[config.mk]
export PLATFORM = sky130hd
export DESIGN_NAME = bus_arbiter
export DESIGN_NICKNAME = d
export VERILOG_FILES = /design/src/rtl/bus_arbiter.sv
export SDC_FILE = /design/constraint.sdc
export NUM_CORES = 1
export LEC_CHECK = 0
export BUFFER_PORTS_ARGS = -buffer_cell sky130_fd_sc_hd__buf_4
export CAP_MARGIN = 20
export CORE_AREA = 2 2 50 52
export CTS_CLUSTER_DIAMETER = 80
export DETAILED_ROUTE_END_ITERATION = 7
export DIE_AREA = 0 0 52 54
export HOLD_SLACK_MARGIN = 0.05
export PLACE_DENSITY = 0.55
export SYNTH_ARGS = -nofsm -noshare
export SYNTH_HDL_FRONTEND = slang
export SYNTH_SLANG_ARGS = --single-unit
[constraint.sdc]
create_clock -name clk -period 1.5 [get_ports clk]
set_input_delay 0.075 -clock clk [delete_from_list [all_inputs] [get_ports clk]]
set_output_delay 0.075 -clock clk [all_outputs]
set_load 0.02 [all_outputs]
[src/rtl/bus_arbiter.sv]
`default_nettype none
// ============================================================================
//  Module      : bus_arbiter
//  Description : Two-master bus arbiter with split-transaction support.
//                States IDLE / GRANT / OWNED; a granted master that never
//                raises its util flag is timed out after 8 cycles. A BUSY
//                response from the owner parks the transaction as a split,
//                which is resumed in IDLE once the slave signals split_ready.
//                Optional macro ARB_ROUND_ROBIN_EN selects round-robin tie
//                breaking; without it master 1 wins every tie.
//  Revision    : 1.0 - initial release
// ============================================================================
module bus_arbiter (
    input  logic       clk,
    input  logic       reset,
    input  logic       bus_req1,
    input  logic       bus_req2,
    input  logic       util1,
    input  logic       util2,
    input  logic [1:0] response,
    input  logic       split_ready,
    output logic       grant1,
    output logic       grant2,
    output logic       msel,
    output logic       split_active,
    output logic       split_owner,
    output logic       split_err
);

    localparam logic [1:0] c_RESP_BUSY = 2'b01;
    localparam logic [2:0] c_TMO_LAST  = 3'd7;

    typedef enum logic [1:0] {
        S_IDLE  = 2'd0,
        S_GRANT = 2'd1,
        S_OWNED = 2'd2
    } state_t;

    state_t     r_state;
    logic       r_grant1;
    logic       r_grant2;
    logic       r_msel;
    logic       r_split_active;
    logic       r_split_owner;
    logic       r_split_err;
    logic       r_resume;      // current grant is the resumption of the split
    logic [2:0] r_tmo;         // cycles spent in GRANT without util
`ifdef ARB_ROUND_ROBIN_EN
    logic       r_last_winner; // 0 = M1, 1 = M2
`endif

    logic w_req1_eff;
    logic w_req2_eff;
    logic w_any_req;
    logic w_pick_m2;
    logic w_resume;
    logic w_owner_util;

    // Requests from the master that owns a pending split are ignored
    assign w_req1_eff   = bus_req1 & ~(r_split_active & ~r_split_owner);
    assign w_req2_eff   = bus_req2 & ~(r_split_active &  r_split_owner);
    assign w_any_req    = w_req1_eff | w_req2_eff;
    assign w_resume     = r_split_active & split_ready;
    assign w_owner_util = r_msel ? util2 : util1;

`ifdef ARB_ROUND_ROBIN_EN
    // On a tie the master not granted most recently wins
    assign w_pick_m2 = w_req2_eff & (~w_req1_eff | ~r_last_winner);
`else
    // Fixed priority: M2 wins only when M1 is not requesting
    assign w_pick_m2 = w_req2_eff & ~w_req1_eff;
`endif

    // Arbitration state machine with registered grant/split outputs
    always_ff @(posedge clk or posedge reset) begin
        if (reset) begin
            r_state        <= S_IDLE;
            r_grant1       <= 1'b0;
            r_grant2       <= 1'b0;
            r_msel         <= 1'b0;
            r_split_active <= 1'b0;
            r_split_owner  <= 1'b0;
            r_split_err    <= 1'b0;
            r_resume       <= 1'b0;
            r_tmo          <= 3'd0;
`ifdef ARB_ROUND_ROBIN_EN
            r_last_winner  <= 1'b1;
`endif
        end else begin
            case (r_state)
                S_IDLE: begin
                    r_tmo <= 3'd0;
                    if (w_resume) begin
                        // Resuming the split beats any new request
                        r_grant1 <= ~r_split_owner;
                        r_grant2 <=  r_split_owner;
                        r_msel   <=  r_split_owner;
                        r_resume <= 1'b1;
                        r_state  <= S_GRANT;
`ifdef ARB_ROUND_ROBIN_EN
                        r_last_winner <= r_split_owner;
`endif
                    end else if (w_any_req) begin
                        r_grant1 <= ~w_pick_m2;
                        r_grant2 <=  w_pick_m2;
                        r_msel   <=  w_pick_m2;
                        r_resume <= 1'b0;
                        r_state  <= S_GRANT;
`ifdef ARB_ROUND_ROBIN_EN
                        r_last_winner <= w_pick_m2;
`endif
                    end
                end

                S_GRANT: begin
                    if (w_owner_util) begin
                        r_state  <= S_OWNED;
                        r_resume <= 1'b0;
                        if (r_resume) begin
                            r_split_active <= 1'b0;
                        end
                    end else if (r_tmo == c_TMO_LAST) begin
                        // Eighth cycle without util: give the bus back
                        r_grant1 <= 1'b0;
                        r_grant2 <= 1'b0;
                        r_resume <= 1'b0;
                        r_tmo    <= 3'd0;
                        r_state  <= S_IDLE;
                    end else begin
                        r_tmo <= r_tmo + 3'd1;
                    end
                end

                S_OWNED: begin
                    if (response == c_RESP_BUSY) begin
                        // Only one split can be parked; a second one is flagged
                        if (!r_split_active) begin
                            r_split_active <= 1'b1;
                            r_split_owner  <= r_msel;
                        end else begin
                            r_split_err    <= 1'b1;
                        end
                        r_grant1 <= 1'b0;
                        r_grant2 <= 1'b0;
                        r_state  <= S_IDLE;
                    end else if (!w_owner_util) begin
                        r_grant1 <= 1'b0;
                        r_grant2 <= 1'b0;
                        r_state  <= S_IDLE;
                    end
                end

                default: begin
                    r_grant1 <= 1'b0;
                    r_grant2 <= 1'b0;
                    r_state  <= S_IDLE;
                end
            endcase
        end
    end

    assign grant1       = r_grant1;
    assign grant2       = r_grant2;
    assign msel         = r_msel;
    assign split_active = r_split_active;
    assign split_owner  = r_split_owner;
    assign split_err    = r_split_err;

endmodule
`default_nettype wire

==> flow_metrics.env, run 1 <==
export IMPL_outcome="complete, no violations"
export IMPL_htreeDepth=1
export IMPL_clock_path_buffers=2
export IMPL_r2r_start="split_active$_DFFE_PP0P_"
export IMPL_startpoint_type="flip-flop"
export IMPL_hold_start="split_ready"
export IMPL_portBuffers=14
export IMPL_grt_overflow=0
export IMPL_cts_clk_slew_worst_paths_ns=0.07
export IMPL_dpl_hpwl_um=1070
export IMPL_dpl_cell_area_um2=826
export IMPL_switching_share_pct=40.7
export IMPL_die_h_um=54
export IMPL_track_usage_pct=12.0
export IMPL_end_kind="flip-flop"
export IMPL_crit_path_max_fanout=6
export IMPL_synth_top_cell_area_share_pct=45.6
export IMPL_final_hold_viol_count=0
export IMPL_pwr_share_comb_pct=53.3
export IMPL_critPathSlowestCell="dfrtp_2"
export IMPL_cp_top_family="compound AO/OA/AOI/OAI gates"
export IMPL_leakage_nw=0.419
export IMPL_regArea_um2=303
export IMPL_grt_antenna_before_repair=0
export IMPL_drv_cap=0
export IMPL_first_iter_violations=7
export IMPL_vias=555
export IMPL_ir_drop_v=0.000704
export IMPL_skew_ns=0.00144
export IMPL_ys_types=30
export IMPL_gp_congestion=0.770
export IMPL_crit_chain="nor2b_1, a211o_1, a32oi_2, o32ai_2"
export IMPL_yosysTopAreaCell="dfrtp_1"
export IMPL_cts_tree="done"
export IMPL_drt_vias_per_instance=4.83
export IMPL_synth_area_leaders="dfrtp_1, a2111oi_4, ha_1"
export IMPL_synth_most_common_cell="dfrtp_1"
export IMPL_clkPwrFrac_pct=12.0
export IMPL_final_layout_size_suffix_gt1_share_pct=40.0
export IMPL_critPathMaxStageDelay_ns=0.44
export IMPL_power_switching_mw=0.682
export IMPL_grt_max_degree=13
export IMPL_synth_avg_cell_area_um2=10.6
export IMPL_seqPwrFrac_pct=34.7
export IMPL_cts_made_buffers=3
export IMPL_cts_root_buf="clkbuf_4"
export IMPL_diodes=0
export IMPL_cts_sinks=12
export IMPL_async_flop_share_pct=100
export IMPL_path_buf_inv=0
export IMPL_area_delta_synth_final_pct=36.3
export IMPL_start_util_pct=28.4
export IMPL_syn_num_nets=73
export IMPL_synth_edf_count=0
export IMPL_yosysWarnings=0
export IMPL_first_global_vias=505
export IMPL_slew_violations=0
export IMPL_drt_total_wl_um=1460
export IMPL_hp_class="in2reg"
export IMPL_period_needed_ns=1.45
export IMPL_fillers=227
export IMPL_rows=18
export IMPL_ys_flop_type="dfrtp_1"
export IMPL_max_slew_margin_rel_pct=68.7
export IMPL_tightest_slew_ns=0.469
export IMPL_startpoint="split_active$_DFFE_PP0P_"
export IMPL_io_pins=15
export IMPL_ys_ff_latch=12
export IMPL_grt_pass1_wl_um=2350
export IMPL_antenna_left=0
export IMPL_layout_setup_ws_ns=0.0517
export IMPL_crit_required_ns=1.65
export IMPL_setup_viol=0
export IMPL_yosysSeqAreaShare_pct=45.6
export IMPL_synthesis_instances=62
export IMPL_p_int_mw=0.993
export IMPL_drc=0
export IMPL_final_nets=98
export IMPL_ys_top_cells_by_count="dfrtp_1, nor2_1, inv_1, nand2_1, nor2b_1"
export IMPL_wl_per_cell_um=12.7
export IMPL_min_period_over_period_pct=96.6
export IMPL_path_class="reg2reg"
export IMPL_dieArea_um2=2810
export IMPL_power_density_nw_per_um2=1870
export IMPL_post_place_ws_ns=0.0344
export IMPL_firstDrtPassIters=4
export IMPL_coreArea_um2=2320
export IMPL_post_route_util_pct=38.7
export IMPL_clk_latency_ns=0.28
export IMPL_whs_ns=0.114
export IMPL_arrival_ns=1.60
export IMPL_max_freq_ghz=0.690
export IMPL_die_x_um=52
export IMPL_multi_input_area_um2=352
export IMPL_final_area_um2=897
export IMPL_syn_cell_area_um2=658
## layout by cell type (no fill, tap or decap), drive strengths merged, types with 2 or more instances in the layout
cell type / n
mux2i: 2
nand2: 4
nor2: 5
ha: 2
mux2: 2
inv: 4
nor2b: 4
o21a: 2
a21oi: 3
o21ai: 4
dfrtp: 12
buf: 21
a22o: 2
clkbuf: 3
## through the flow
stage / cells / setup TNS [ns] / total power [mW]
global route: 115 / -0.0232 / 1.81
global placement: 109 / 0 / 1.39
detailed placement: 109 / 0 / 1.39
CTS: 113 / 0 / 1.60
finish: 115 / 0 / 1.67
floorplan: 62 / 0 / 1.09
## worst register-to-register path: cells and delay by family (launching register included)
family	cells	cell delay, ns
compound gates	3	0.70
simple gates	1	0.18
flops	1	0.44
## cell type report
class / instances / area share (%)
Clock buffer: 3 / 2.51
Tap cell: 30 / 4.18
Sequential cell: 12 / 33.8
Multi-Input combinational cell: 44 / 39.2
Timing Repair Buffer: 22 / 18.7
Inverter: 4 / 1.67
## flip-flops by register name (all words and copies together), names as in the netlist
register and count:
grant2 1, grant1 1, split_owner 1, msel 1
r_state 2, split_err 1, split_active 1, r_tmo 3
r_resume 1
## worst paths after layout
check / end / slack (ns) / cells past startpoint
hold / removal: r_resume$_DFFE_PP0P_ / 0.11 / 3
hold reg to reg: split_err$_DFFE_PP0P_ / 0.48 / 1
setup reg to reg: grant2$_DFFE_PP0P_ / 0.05 / 4
min in group asynchronous: msel$_DFFE_PP0P_ / 0.37 / 3
setup / recovery: grant2$_DFFE_PP0P_ / 0.05 / 4
max in group asynchronous: split_active$_DFFE_PP0P_ / 0.79 / 3
## power groups by stage
stage / Combinational (mW) / Clock [mW] / Sequential, mW
after floorplan: 0.455 / 0 / 0.639
after global placement: 0.808 / 0 / 0.579
after detailed placement: 0.816 / 0 / 0.578
after CTS: 0.821 / 0.204 / 0.574
after global routing: 0.973 / 0.234 / 0.600
final: 0.893 / 0.201 / 0.580
## per-layer routing
layer | track usage [%] | vias up | wire length, µm
met5 | 0 | - | 0
met4 | 9.21 | 0 | 55
met3 | 2.50 | 5 | 68
met2 | 17.1 | 15 | 600
met1 | 15.6 | 259 | 735
li1 | - | 276 | -
## what timing repair did
action / CTS / global route
setup buffers: 0 / 2
setup endpoints to repair: 0 / 3
endpoints found under the hold margin: 12 / 0
hold buffers: 1 / 0
resized for setup: 0 / 5
## kinds of logic after synthesis
logic type | after synthesis | share of synthesized area (%)
AOI/OAI and AO/OA | 20 | 24.7
and+or+nand+nor | 18 | 15.2
buffers and inverters | 6 | 4.18
DFF | 12 | 45.6
adders and majority gates | 2 | 3.80
muxes | 4 | 6.46
(Power assumes the default switching activity.)
==> run 2: changes to the inputs <==
- ABC_AREA: default -> 1
- CTS_CLUSTER_SIZE: default -> 12
- PLACE_DENSITY: 0.55 -> 0.56
==> run 2 against run 1 <==
Clock skew increased by 0.0049 ns; final area fell by 6.8%; die area stayed put; combinational power shrank 10%; power shrank 6.9%; critical path type unchanged; critical endpoint is now grant1$_DFFE_PP0P_; largest power group unchanged.
==> flow_metrics.env, run 2 <==
export IMPL_ys_top_cells_by_count="nand2_1, inv_1, dfrtp_1, nand3_1, nor2_1"
export IMPL_ys_flop_type="dfrtp_1"
export IMPL_drt_total_wl_um=1270
export IMPL_power_density_nw_per_um2=1860
export IMPL_skew_ns=0.00631
export IMPL_final_hold_viol_count=0
export IMPL_power_mw=1.56
export IMPL_coreArea_um2=2320
export IMPL_post_cts_resized=0
export IMPL_first_global_vias=531
export IMPL_reg_largest_list="r_tmo (3), r_state (2)"
export IMPL_rsz0062_at_grt="no"
export IMPL_cts_clk_slew_worst_paths_ns=0.07
export IMPL_regArea_um2=300
export IMPL_rows=18
export IMPL_synth_top_cell_area_share_pct=45.5
export IMPL_final_nets=113
export IMPL_yosysWarnings=0
export IMPL_synthesis_instances=82
export IMPL_slew_violations=0
export IMPL_syn_num_nets=93
export IMPL_start_util_pct=28.5
export IMPL_setup_tns_ns=0
export IMPL_multi_input_area_um2=308
export IMPL_gp_congestion=0.804
export IMPL_syn_cell_area_um2=661
export IMPL_clock_path_buffers=2
export IMPL_yosysSeqAreaShare_pct=45.5
export IMPL_antenna_left=0
export IMPL_wl_per_cell_um=9.78
export IMPL_startpoint_type="flip-flop"
export IMPL_grt_antenna_before_repair=0
export IMPL_grt_pass1_wl_um=2160
export IMPL_path_class="reg2reg"
export IMPL_hold_buffers=1
export IMPL_first_iter_violations=0
export IMPL_async_flop_share_pct=100
export IMPL_arrival_ns=1.39
export IMPL_ys_ff_latch=12
export IMPL_max_slew_margin_rel_pct=68.5
export IMPL_cts_tree="done"
export IMPL_ff2ff_setup_slack_ns=0.27
export IMPL_area_delta_synth_final_pct=26.5
export IMPL_vias=569
export IMPL_dpl_hpwl_um=1000
export IMPL_yosysTopAreaCell="dfrtp_1"
export IMPL_firstDrtPassIters=1
export IMPL_track_usage_pct=11.0
export IMPL_synth_area_leaders="dfrtp_1, nand2_1, inv_1"
export IMPL_clk_latency_ns=0.27
export IMPL_portBuffers=14
export IMPL_drt_vias_per_instance=4.38
export IMPL_grt_max_degree=13
export IMPL_dp_cells=126
export IMPL_synth_edf_count=0
export IMPL_cts_made_buffers=3
export IMPL_io_pins=15
export IMPL_period_needed_ns=1.23
export IMPL_fillers=243
export IMPL_largest_register="r_tmo"
export IMPL_grt_overflow=0
export IMPL_min_period_over_period_pct=82.0
export IMPL_dieArea_um2=2810
export IMPL_max_freq_ghz=0.813
export IMPL_drv_cap=0
export IMPL_end_kind="flip-flop"
export IMPL_post_route_util_pct=36.0
export IMPL_layout_commonest_cell="nand2_1"
export IMPL_post_cts_buffers=0
export IMPL_die_x_um=52
export IMPL_hp_class="in2reg"
export IMPL_mostFrequentLayoutCells="nand2_1, buf_4, inv_1"
export IMPL_largest_register_ffs=3
export IMPL_setup_viol=0
export IMPL_crit_required_ns=1.66
export IMPL_ys_types=18
export IMPL_synth_avg_cell_area_um2=8.06
export IMPL_ir_drop_v=0.000618
export IMPL_leakage_nw=0.468
export IMPL_drc=0
export IMPL_crit_path_max_fanout=3
export IMPL_post_layout_nonfiller_instances=130
export IMPL_synth_most_common_cell="nand2_1"
export IMPL_outcome="complete, no violations"
export IMPL_cts_sinks=12
export IMPL_cts_root_buf="clkbuf_4"
export IMPL_final_layout_size_suffix_gt1_share_pct=30.0
export IMPL_die_h_um=54
export IMPL_htreeDepth=1
export IMPL_diodes=0
export IMPL_tightest_slew_ns=0.472
## run 2: cell types whose count changed in the layout (fill, tap and decap cells not counted), sizes merged, moves of 3 or more
cell | before | now
inv | 4 | 14
nor2b | 4 | 0
nand2 | 4 | 28
nor2 | 5 | 8
nand3 | 1 | 6
buf | 21 | 14
## run 2: critical path: stages (launching register included)
cell and delay (ns):
dfrtp_1 0.41, ha_1 0.21, ha_1 0.18, inv_1 0.08
o21ai_2 0.07, inv_1 0.05, nor2_1 0.04, nand2_1 0.04
nand2_1 0.04
## run 2: area by class of cell
class / count / share of cell area (%)
Multi-Input combinational cell: 56 / 36.8
Sequential cell: 12 / 35.9
Timing Repair Buffer: 15 / 13.8
Inverter: 14 / 6.29
Tap cell: 30 / 4.49
Clock buffer: 3 / 2.69
## run 2: layer usage
| metal | track usage, % | share of wire, % |
|---|---|---|
| met5 | 0 | 0 |
| met4 | 7.89 | 2.8 |
| met3 | 2.78 | 4.0 |
| met2 | 18.1 | 48 |
| met1 | 12.3 | 45 |
## run 2: stage by stage
step	setup WS, ns	hold WS [ns]	area [µm²]
2_1_floorplan	0.330	-0.0603	661
3_3_place_gp	0.298	0.126	803
3_5_place_dp	0.271	0.127	803
4_1_cts	0.261	0.178	836
5_1_grt	0.141	0.194	836
6_report	0.271	0.180	836
## run 2: power breakdown
part | leakage [nW] | total, mW | internal, mW | switching (mW)
clock network | 0.0138 | 0.196 | 0.0929 | 0.103
registers | 0.154 | 0.562 | 0.455 | 0.107
logic | 0.300 | 0.800 | 0.312 | 0.489
## run 2: path summary, 6_finish.rpt
path,startpoint,to,cells after the start
worst max-delay path,r_tmo[0]$_DFFE_PP0P_,grant1$_DFFE_PP0P_,8
worst min-delay path,bus_req2,r_state[0]$_DFFE_PP0P_,5
worst max register to register,r_tmo[0]$_DFFE_PP0P_,grant1$_DFFE_PP0P_,8
worst min register to register,split_err$_DFFE_PP0P_,split_err$_DFFE_PP0P_,1
max in group asynchronous,reset,grant2$_DFFE_PP0P_,3
min in group asynchronous,reset,split_err$_DFFE_PP0P_,3
## run 2: logic make-up after synthesis
kind of cell,share of synthesized area (%)
AOI/OAI and AO/OA,9.28
buffers and inverters,7.95
and+or+nand+nor,33.5
DFF,45.5
adders and majority gates,3.79
==> run 3: changes to the inputs <==
- clock period: 1.5 -> 1.27 ns (I/O delays scaled with it)
==> run 3 against run 2 <==
Final area increased by 6.9%; non-clock buffer count is 1 higher; register-to-register slack worse by 0.19 ns; cell count rose by 1.5%; clock power rose by 54%; global-route usage down 0.12 points; highest routed layer unchanged.
==> flow_metrics.env, run 3 (synthesis results as in run 2) <==
export IMPL_outcome="complete, no violations"
export IMPL_grt_max_degree=13
export IMPL_cts_clk_slew_worst_paths_ns=0.07
export IMPL_period_needed_ns=1.19
export IMPL_layout_setup_ws_ns=0.0762
export IMPL_startpoint="r_tmo[0]$_DFFE_PP0P_"
export IMPL_grt_antenna_before_repair=0
export IMPL_track_usage_pct=10.9
export IMPL_min_period_over_period_pct=94.0
export IMPL_post_cts_buffers=0
export IMPL_dieArea_um2=2810
export IMPL_crit_path_max_fanout=3
export IMPL_startpoint_type="flip-flop"
export IMPL_power_density_nw_per_um2=2230
export IMPL_mostFrequentLayoutCells="nand2_1, buf_4, inv_1"
export IMPL_coreArea_um2=2320
export IMPL_diodes=0
export IMPL_grt_pass1_wl_um=2140
export IMPL_cts_made_buffers=3
export IMPL_fillers=246
export IMPL_gp_congestion=0.789
export IMPL_portBuffers=14
export IMPL_post_place_ws_ns=0.0262
export IMPL_rows=18
export IMPL_clock_path_buffers=2
export IMPL_skew_ns=0.000524
export IMPL_io_pins=15
export IMPL_crit_required_ns=1.44
export IMPL_max_freq_ghz=0.838
export IMPL_final_nets=114
export IMPL_area_delta_synth_final_pct=35.2
export IMPL_drc=0
export IMPL_drt_vias_per_instance=4.50
export IMPL_setup_viol=0
export IMPL_hold_start="response[0]"
export IMPL_grt_overflow=0
export IMPL_arrival_ns=1.36
export IMPL_r2r_start="r_tmo[0]$_DFFE_PP0P_"
export IMPL_largest_register_ffs=3
export IMPL_hp_class="in2reg"
export IMPL_die_h_um=54
export IMPL_slew_violations=0
export IMPL_dpl_hpwl_um=1030
export IMPL_max_slew_margin_rel_pct=69.1
export IMPL_drv_cap=0
export IMPL_wl_per_cell_um=10.2
export IMPL_cts_root_buf="clkbuf_4"
export IMPL_final_layout_size_suffix_gt1_share_pct=38.2
export IMPL_cts_sinks=12
export IMPL_dpl_cell_area_um2=811
export IMPL_ir_drop_v=0.000733
export IMPL_tightest_slew_ns=0.463
export IMPL_first_iter_violations=10
export IMPL_final_hold_viol_count=0
export IMPL_final_area_um2=893
export IMPL_leakage_nw=0.479
export IMPL_end_kind="flip-flop"
export IMPL_die_x_um=52
export IMPL_path_class="reg2reg"
export IMPL_dp_cells=127
export IMPL_vias=594
export IMPL_post_layout_nonfiller_instances=132
export IMPL_cts_tree="done"
export IMPL_firstDrtPassIters=4
export IMPL_antenna_left=0
export IMPL_first_global_vias=531
export IMPL_start_util_pct=28.5
export IMPL_drt_total_wl_um=1350
export IMPL_clk_latency_ns=0.27
export IMPL_layout_commonest_cell="nand2_1"
export IMPL_largest_register="r_tmo"
export IMPL_reg_largest_list="r_tmo (3), r_state (2)"
export IMPL_htreeDepth=1
-- run 3: final cells by class --
| type | count | area, µm² | share of cell area (%) |
|---|---|---|---|
| inverters | 14 | 52.6 | 5.88 |
| well taps | 30 | 37.5 | 4.20 |
| flip-flops and latches | 12 | 302 | 33.8 |
| repair buffers | 16 | 123 | 13.7 |
| clock buffers | 4 | 36.3 | 4.06 |
| multi-input cells | 56 | 343 | 38.4 |
-- run 3: path summary, 6_finish.rpt --
kind	endpoint	slack, ns	depth (start not counted)
setup / recovery	grant1$_DFFE_PP0P_	0.08	7
hold reg to reg	split_err$_DFFE_PP0P_	0.46	1
max in group asynchronous	r_tmo[0]$_DFFE_PP0P_	0.57	3
hold / removal	r_state[1]$_DFFE_PP0P_	0.18	4
setup reg to reg	grant1$_DFFE_PP0P_	0.08	7
min in group asynchronous	split_err$_DFFE_PP0P_	0.36	3
-- run 3: what timing repair did --
item,CTS,global route
endpoints found under the setup margin,0,3
endpoints found under the hold margin,12,0
hold buffers,1,0
resized for setup,0,9
-- run 3: metrics by stage --
step / TNS [ns] / utilization [%] / hold slack [ns] / total power [mW]
after floorplan: 0 / - / -0.0718 / 1.34
after global placement: 0 / 35.0 / 0.116 / 1.63
after detailed placement: 0 / 35.0 / 0.112 / 1.65
after CTS: 0 / 36.9 / 0.162 / 1.96
after global routing: -0.000972 / 38.5 / 0.178 / 2.18
final: 0 / 38.5 / 0.176 / 1.99
-- run 3: layer usage --
metal | up-vias | GRT usage [%] | wire [µm]
met1 | 285 | 11.1 | 577
met2 | 9 | 19.4 | 695
li1 | 298 | - | -
met4 | 0 | 3.95 | 13
met5 | - | 0 | 0
met3 | 2 | 5.00 | 66
-- run 3: worst max-delay path, stage by stage, from the launching register on --
cell and delay, ns:
dfrtp_2 0.42, ha_4 0.15, ha_4 0.13, inv_2 0.03, o21ai_2 0.14, nand3_2 0.10, nand2_1 0.08, nand2_1 0.05
-- run 3: power by group --
| group | total, mW | internal [mW] | switching [mW] |
|---|---|---|---|
| logic | 1.01 | 0.411 | 0.596 |
| registers | 0.685 | 0.540 | 0.145 |
| clock network | 0.302 | 0.174 | 0.128 |
